## src/rtl/mariokart_pkg.sv

```systemverilog
// Shared constants and types for the kart input and motion path.
// Headings, motion state encoding, screen geometry and kart sprite defaults.
package mariokart_pkg;

  localparam int unsigned SCREEN_W       = 640;
  localparam int unsigned SCREEN_H       = 480;
  localparam int unsigned KART_W_DEFAULT = 16;
  localparam int unsigned KART_H_DEFAULT = 16;

  localparam logic [1:0] DIR_UP    = 2'd0;
  localparam logic [1:0] DIR_RIGHT = 2'd1;
  localparam logic [1:0] DIR_DOWN  = 2'd2;
  localparam logic [1:0] DIR_LEFT  = 2'd3;

  typedef enum logic [1:0] {
    StStopped = 2'd0,
    StAccel   = 2'd1,
    StCoast   = 2'd2,
    StBrake   = 2'd3
  } kart_state_e;

  // Saturating subtract toward zero for the 3-bit speed value.
  function automatic logic [2:0] sat_dec(input logic [2:0] v, input logic [2:0] amt);
    return (v > amt) ? (v - amt) : 3'd0;
  endfunction

endpackage

```

## src/rtl/button_debounce.sv

```systemverilog
// One push-button conditioner: 2-flop synchronizer, stability counter,
// debounced level and a one-cycle pulse on each debounced 0->1 transition.
module button_debounce #(
  parameter int unsigned DEBOUNCE_CYCLES = 50000
) (
  input  logic clk_i,
  input  logic rst_ni,
  input  logic btn_i,
  output logic level_o,
  output logic rise_o
);

  localparam logic [15:0] CntLast = 16'(DEBOUNCE_CYCLES - 1);

  logic [1:0]  sync_q;
  logic [15:0] cnt_q, cnt_d;
  logic        level_q, level_d;
  logic        rise_q, rise_d;

  always_comb begin
    cnt_d   = '0;
    level_d = level_q;
    rise_d  = 1'b0;
    // Any cycle of agreement falls through with the counter cleared.
    if (sync_q[1] != level_q) begin
      if (cnt_q == CntLast) begin
        level_d = sync_q[1];
        rise_d  = sync_q[1];
      end else begin
        cnt_d = cnt_q + 16'd1;
      end
    end
  end

  always_ff @(posedge clk_i or negedge rst_ni) begin
    if (!rst_ni) begin
      sync_q  <= 2'b00;
      cnt_q   <= '0;
      level_q <= 1'b0;
      rise_q  <= 1'b0;
    end else begin
      sync_q  <= {sync_q[0], btn_i};
      cnt_q   <= cnt_d;
      level_q <= level_d;
      rise_q  <= rise_d;
    end
  end

  assign level_o = level_q;
  assign rise_o  = rise_q;

endmodule

```

## src/rtl/kart_input_controller.sv

```systemverilog
// Conditions the four kart buttons and integrates them once per frame into
// position, heading, speed and motion state. Define KART_WRAP_EN for wrap-around edges.
module kart_input_controller
  import mariokart_pkg::*;
#(
  parameter int unsigned DEBOUNCE_CYCLES = 50000,
  parameter int unsigned X_MAX           = 639,
  parameter int unsigned Y_MAX           = 479,
  parameter int unsigned KART_W          = KART_W_DEFAULT,
  parameter int unsigned KART_H          = KART_H_DEFAULT,
  parameter int unsigned MAX_SPEED       = 7,
  parameter int unsigned X_INIT          = 312,
  parameter int unsigned Y_INIT          = 400
) (
  input  logic       clock,
  input  logic       reset,
  input  logic       up_button,
  input  logic       down_button,
  input  logic       left_button,
  input  logic       right_button,
  input  logic       frame_tick,
  output logic [9:0] kart_x,
  output logic [9:0] kart_y,
  output logic [1:0] kart_dir,
  output logic [2:0] kart_speed,
  output logic [1:0] kart_state
);

  localparam logic signed [10:0] XLim   = signed'(11'(X_MAX - KART_W + 1));
  localparam logic signed [10:0] YLim   = signed'(11'(Y_MAX - KART_H + 1));
  localparam logic [2:0]         MaxSpd = 3'(MAX_SPEED);

  logic up_lvl, dn_lvl, left_lvl, right_lvl;
  logic up_rise, dn_rise, rise_l, rise_r;
  logic unused_dbnc;

  button_debounce #(.DEBOUNCE_CYCLES(DEBOUNCE_CYCLES)) u_dbnc_up (
    .clk_i  (clock),
    .rst_ni (reset),
    .btn_i  (up_button),
    .level_o(up_lvl),
    .rise_o (up_rise)
  );

  button_debounce #(.DEBOUNCE_CYCLES(DEBOUNCE_CYCLES)) u_dbnc_down (
    .clk_i  (clock),
    .rst_ni (reset),
    .btn_i  (down_button),
    .level_o(dn_lvl),
    .rise_o (dn_rise)
  );

  button_debounce #(.DEBOUNCE_CYCLES(DEBOUNCE_CYCLES)) u_dbnc_left (
    .clk_i  (clock),
    .rst_ni (reset),
    .btn_i  (left_button),
    .level_o(left_lvl),
    .rise_o (rise_l)
  );

  button_debounce #(.DEBOUNCE_CYCLES(DEBOUNCE_CYCLES)) u_dbnc_right (
    .clk_i  (clock),
    .rst_ni (reset),
    .btn_i  (right_button),
    .level_o(right_lvl),
    .rise_o (rise_r)
  );

  assign unused_dbnc = ^{up_rise, dn_rise, left_lvl, right_lvl};

  logic [9:0]  x_q, x_d, y_q, y_d;
  logic [1:0]  dir_q, dir_d;
  logic [2:0]  spd_q, spd_d;
  logic [1:0]  fc_q, fc_d;
  kart_state_e st_q, st_d;

  logic               vertical, toward_zero, wall_hit;
  logic signed [10:0] pos_s, step_s, lim_s, np_s, npc_s;

  // Candidate position along the current heading, before edge handling.
  always_comb begin
    vertical    = (dir_q == DIR_UP) || (dir_q == DIR_DOWN);
    toward_zero = (dir_q == DIR_UP) || (dir_q == DIR_LEFT);
    step_s      = signed'({8'd0, spd_q});
    pos_s       = vertical ? signed'({1'b0, y_q}) : signed'({1'b0, x_q});
    lim_s       = vertical ? YLim : XLim;
    np_s        = toward_zero ? (pos_s - step_s) : (pos_s + step_s);
    npc_s       = np_s;
    wall_hit    = 1'b0;
`ifdef KART_WRAP_EN
    if (np_s < 11'sd0) begin
      npc_s = lim_s + np_s;
    end else if (np_s > lim_s) begin
      npc_s = np_s - lim_s - 11'sd1;
    end
`else
    if (np_s < 11'sd0) begin
      npc_s    = 11'sd0;
      wall_hit = 1'b1;
    end else if (np_s > lim_s) begin
      npc_s    = lim_s;
      wall_hit = 1'b1;
    end
`endif
  end

  always_comb begin
    dir_d = dir_q;
    x_d   = x_q;
    y_d   = y_q;
    spd_d = spd_q;
    fc_d  = fc_q;
    st_d  = st_q;

    case ({rise_r, rise_l})
      2'b10:   dir_d = dir_q + 2'd1;
      2'b01:   dir_d = dir_q - 2'd1;
      default: dir_d = dir_q;
    endcase

    if (frame_tick) begin
      fc_d = fc_q + 2'd1;
      if (vertical) begin
        y_d = npc_s[9:0];
      end else begin
        x_d = npc_s[9:0];
      end

      if (dn_lvl) begin
        spd_d = sat_dec(spd_q, 3'd2);
        st_d  = StBrake;
      end else if (up_lvl) begin
        spd_d = (spd_q < MaxSpd) ? (spd_q + 3'd1) : MaxSpd;
        st_d  = StAccel;
      end else begin
        if (fc_q == 2'd3) begin
          spd_d = sat_dec(spd_q, 3'd1);
        end
        st_d = StCoast;
      end

      if ((spd_d == 3'd0) && !up_lvl) begin
        st_d = StStopped;
      end
      if (wall_hit) begin
        spd_d = 3'd0;
        st_d  = StStopped;
      end
    end
  end

  always_ff @(posedge clock or negedge reset) begin
    if (!reset) begin
      x_q   <= 10'(X_INIT);
      y_q   <= 10'(Y_INIT);
      dir_q <= DIR_UP;
      spd_q <= 3'd0;
      fc_q  <= 2'd0;
      st_q  <= StStopped;
    end else begin
      x_q   <= x_d;
      y_q   <= y_d;
      dir_q <= dir_d;
      spd_q <= spd_d;
      fc_q  <= fc_d;
      st_q  <= st_d;
    end
  end

  assign kart_x     = x_q;
  assign kart_y     = y_q;
  assign kart_dir   = dir_q;
  assign kart_speed = spd_q;
  assign kart_state = st_q;

endmodule

```

## config.mk

```make
export PLATFORM = sky130hd
export DESIGN_NAME = kart_input_controller
export DESIGN_NICKNAME = d
export VERILOG_FILES = /design/src/rtl/mariokart_pkg.sv /design/src/rtl/button_debounce.sv /design/src/rtl/kart_input_controller.sv
export SDC_FILE = /design/constraint.sdc
export NUM_CORES = 1
export LEC_CHECK = 0
export ABC_AREA = 1
export ABC_CLOCK_PERIOD_IN_PS = 3250
export CORE_MARGIN = 5
export CORE_UTILIZATION = 56
export CTS_BUF_LIST = sky130_fd_sc_hd__clkbuf_8
export DETAILED_ROUTE_END_ITERATION = 10
export PLACE_DENSITY = 0.86
export SYNTH_ARGS = -nofsm -noshare
export SYNTH_HDL_FRONTEND = slang
export SYNTH_SLANG_ARGS = --single-unit
```

## constraint.sdc

```tcl
create_clock -name clock -period 3.25 [get_ports clock]
set_input_delay 0.65 -clock clock [delete_from_list [all_inputs] [get_ports clock]]
set_output_delay 0.65 -clock clock [all_outputs]
set_load 0.01 [all_outputs]
```

==> flow_metrics.py <==
metrics = {
    "yosys": {
        "synthTopCellsByCount": "143 x nand2_1, 100 x dfrtp_1, 77 x nor2_1, 72 x inv_1, 35 x nand3_1",
        "yosys.cell_count.top_type": "nand2_1",
        "synth_cell_types": 43,
        "yosys.area.top_type": "dfrtp_1",
        "ys_seq_area_frac": 0.4657,
        "ys_ff_latch": 107,
        "yosys_most_used_dff": "dfrtp_1",
        "syn_nets": 717,
        "synth_edf_count": 0,
        "synthCells": 683,
        "synthArstFlopShare": 1.000,
        "synthTopCellsByArea": "dfrtp_1 43%, nand2_1 9.3%, ha_1 5.6%, nor2_1 5.0%, inv_1 4.7%",
        "synth_top_area_frac": 0.4338,
        "netlist_area_sq_um": 5768,
        "syn_avg_cell_area_sq_um": 8.445,
        "ys_warn_count": 0,
    },
    "clocking": {
        "cts-buffers-inserted": 9,
        "clock-sinks": 107,
        "clk_pin_slew_ns": 0.10,
        "htreeDepth": 3,
        "clkLatencyLatePin_ns": 0.39,
        "cts_tree": "yes",
        "clock-root-buffer": "clkbuf_8",
        "clock_path_buffers": 2,
    },
    "route": {
        "vias_per_cell": 5.815,
        "vias": 5338,
        "routed_wl_mm": 15.90,
        "dr.pass1.iters": 5,
        "drt-initial-drc-count": 487,
        "wl_per_cell_microns": 17.32,
        "ant_nets": 0,
        "drc": 0,
    },
    "critical_path": {
        "rr_worst_depth": 24,
        "ff2ff_setup_slack_ns": -0.43,
        "cp-start-kind": "register",
        "worst_ep_required_time_ns": 3.53,
        "r2r-end": "kart_y[3]$_DFFE_PN0P_",
        "r2r-start": "kart_dir[0]$_DFFE_PN0P_",
        "crit_path_max_fanout": 6,
        "critPathCaptureType": "register",
        "critPathKind": "reg2reg",
        "arrival_ns": 3.97,
    },
    "cells_and_area": {
        "multiInputGateArea_sq_um": 3189,
        "layout.cells.non_filler": 918,
        "nets": 811,
        "syn_to_final_growth_pct": 26.31,
        "antenna_cells": 0,
        "seqCellArea_sq_um": 2689,
        "drive_above_1_share": 0.2289,
        "n_fill_cell": 652,
    },
    "global_routing": {
        "grt_pass1_vias": 5024,
        "grt_pass1_wl_mm": 22.56,
        "overflow": 0,
        "grt_max_degree": 49,
        "grtUsageTotal": 0.2204,
        "antenna_found_initial": 0,
    },
    "hold_path": {
        "hp-class": "in2async",
    },
    "placement": {
        "post-place-ws_ns": -0.2209,
        "gp_congestion": 0.9185,
        "post-dp-hpwl_mm": 9.385,
        "dpl.cell_count": 882,
        "io_buffers": 33,
    },
    "sta": {
        "slew_violations": 0,
        "hold_violations": 0,
        "slew_headroom": 0.5784,
        "finalCritPeriodShare": 1.134,
        "worst_slack_ns": -0.4342,
        "skew_ns": 0.008520,
        "fmax_mhz": 271.4,
        "worst_pin_slew_ns": 0.6324,
        "finalSetupViolCount": 25,
        "fin_crit_ns": 3.684,
        "rsz0062_at_grt": "true",
    },
    "floorplanning": {
        "die_h_microns": 111.5,
        "io_pins": 34,
        "start_util": 0.5663,
        "die_area_sq_um": 12430,
        "row_count": 37,
        "die_w_microns": 111.5,
        "core_sq_um": 10180,
    },
    "outcome": {
        "violations": "setup timing",
        "outcome": "complete, but fails checks",
    },
    "power": {
        "p_leak_nw": 3.231,
        "power_density_nw_per_um2": 794.4,
        "vdd_ir_drop_max_mv": 0.5354,
    },
    "job": {
        "drv_cap": 0,
    },
}
## what timing repair did
action	in CTS	in global routing
resized for setup	23	63
hold buffers	0	0
endpoints found under the hold margin	0	0
endpoints found under the setup margin	25	25
buffers inserted	7	11
pin swaps	12	43
cloned	1	1
## report_power, final
group / switching [mW] / total [mW] / internal, mW
Sequential: 0.0816 / 1.53 / 1.45
Clock: 0.462 / 0.745 / 0.284
Combinational: 2.01 / 3.51 / 1.50
Total: 2.55 / 5.79 / 3.24
## worst max-delay path, cell delays in order (launching register included)
cell and delay (ns):
dfrtp_1 0.44, inv_2 0.09, ha_4 0.34, inv_4 0.07
nand2_4 0.07, o21ai_4 0.07, ha_4 0.31, nand2_4 0.07
o21ai_4 0.16, nand3_2 0.14, nand2_2 0.13, nand3_2 0.09
nand2_2 0.10, xor2_2 0.20, inv_2 0.08, ha_4 0.29
nand3_4 0.08, nor2_4 0.12, nand3_2 0.11, nand3_4 0.16
nand2_8 0.09, nand2_8 0.12, nor2_4 0.06, nand2_1 0.09
nand2_1 0.06
## metal layers
| layer | vias up | share of wire | track usage |
|---|---|---|---|
| li1 | 2425 | - | - |
| met1 | 2528 | 0.39 | 0.2776 |
| met2 | 311 | 0.48 | 0.3735 |
| met3 | 74 | 0.082 | 0.04946 |
| met4 | 0 | 0.048 | 0.08110 |
| met5 | - | 0 | 0 |
## cell usage in the layout (no fill, tap or decap), drive strengths merged, types with 2 or more instances in the layout
cell type,count
ha,26
o21a,2
nor4,8
inv,78
nor2,84
nor3,20
buf,58
clkdlybuf4s50,32
o21ai,28
o211ai,3
dfrtp,100
dfstp,7
xnor2,6
or2,9
nand3b,3
a21oi,32
nand3,37
clkinv,4
o22ai,3
nand2,154
nor3b,27
nand4,12
xor2,26
a31oi,5
clkbuf,9
## cell type report
type | instances | area share
clock buffer | 9 | 0.01700
clock inverter | 7 | 0.006869
inverter | 76 | 0.03950
multi-input combinational | 493 | 0.4377
sequential | 107 | 0.3691
tap | 136 | 0.02336
timing repair buffer | 90 | 0.1065
## state kept, by name, indices dropped and copies added (netlist names), 2 cells and up
register	cells
fc_q	2
kart_dir	2
kart_speed	3
kart_state	2
kart_x	10
kart_y	10
u_dbnc_down.cnt_q	16
u_dbnc_down.sync_q	2
u_dbnc_left.cnt_q	16
u_dbnc_left.sync_q	2
u_dbnc_right.cnt_q	16
u_dbnc_right.sync_q	2
u_dbnc_up.cnt_q	16
u_dbnc_up.sync_q	2
## per-stage QoR
stage	utilization	TNS, ns	total power [mW]	cell area (sq um)	hold WS (ns)
2_1_floorplan	-	0	2.894	5787	0.3312
3_3_place_gp	0.6420	-0.3336	3.601	6539	0.3361
3_5_place_dp	0.6420	-3.558	3.676	6539	0.3355
4_1_cts	0.6732	-1.857	4.727	6857	0.2770
5_1_grt	0.7154	-11.44	6.056	7286	0.3020
6_report	0.7154	-9.583	5.788	7286	0.2766
## kinds of logic after synthesis
family	Yosys count	synth area share
and+or+nand+nor	355	0.2900
DFF	107	0.4657
buffers and inverters	85	0.05597
AOI/OAI and AO/OA	76	0.07809
xor gates and xnor gates	32	0.04859
adders and majority gates	27	0.05987
muxes	1	0.001735
## worst max path at each step
stage	from	to	slack (ns)	depth (start not counted)
floorplan	kart_speed[2]$_DFFE_PN0P_	kart_y[3]$_DFFE_PN0P_	0.02	22
global placement	kart_speed[0]$_DFFE_PN0P_	kart_y[2]$_DFFE_PN0P_	-0.04	20
detailed placement	kart_dir[0]$_DFFE_PN0P_	kart_y[0]$_DFFE_PN0P_	-0.22	22
CTS	kart_dir[0]$_DFFE_PN0P_	kart_y[2]$_DFFE_PN0P_	-0.12	20
global route	kart_dir[0]$_DFFE_PN0P_	kart_y[3]$_DFFE_PN0P_	-0.53	24
finish	kart_dir[0]$_DFFE_PN0P_	kart_y[3]$_DFFE_PN0P_	-0.43	24
(Power assumes the default switching activity.)
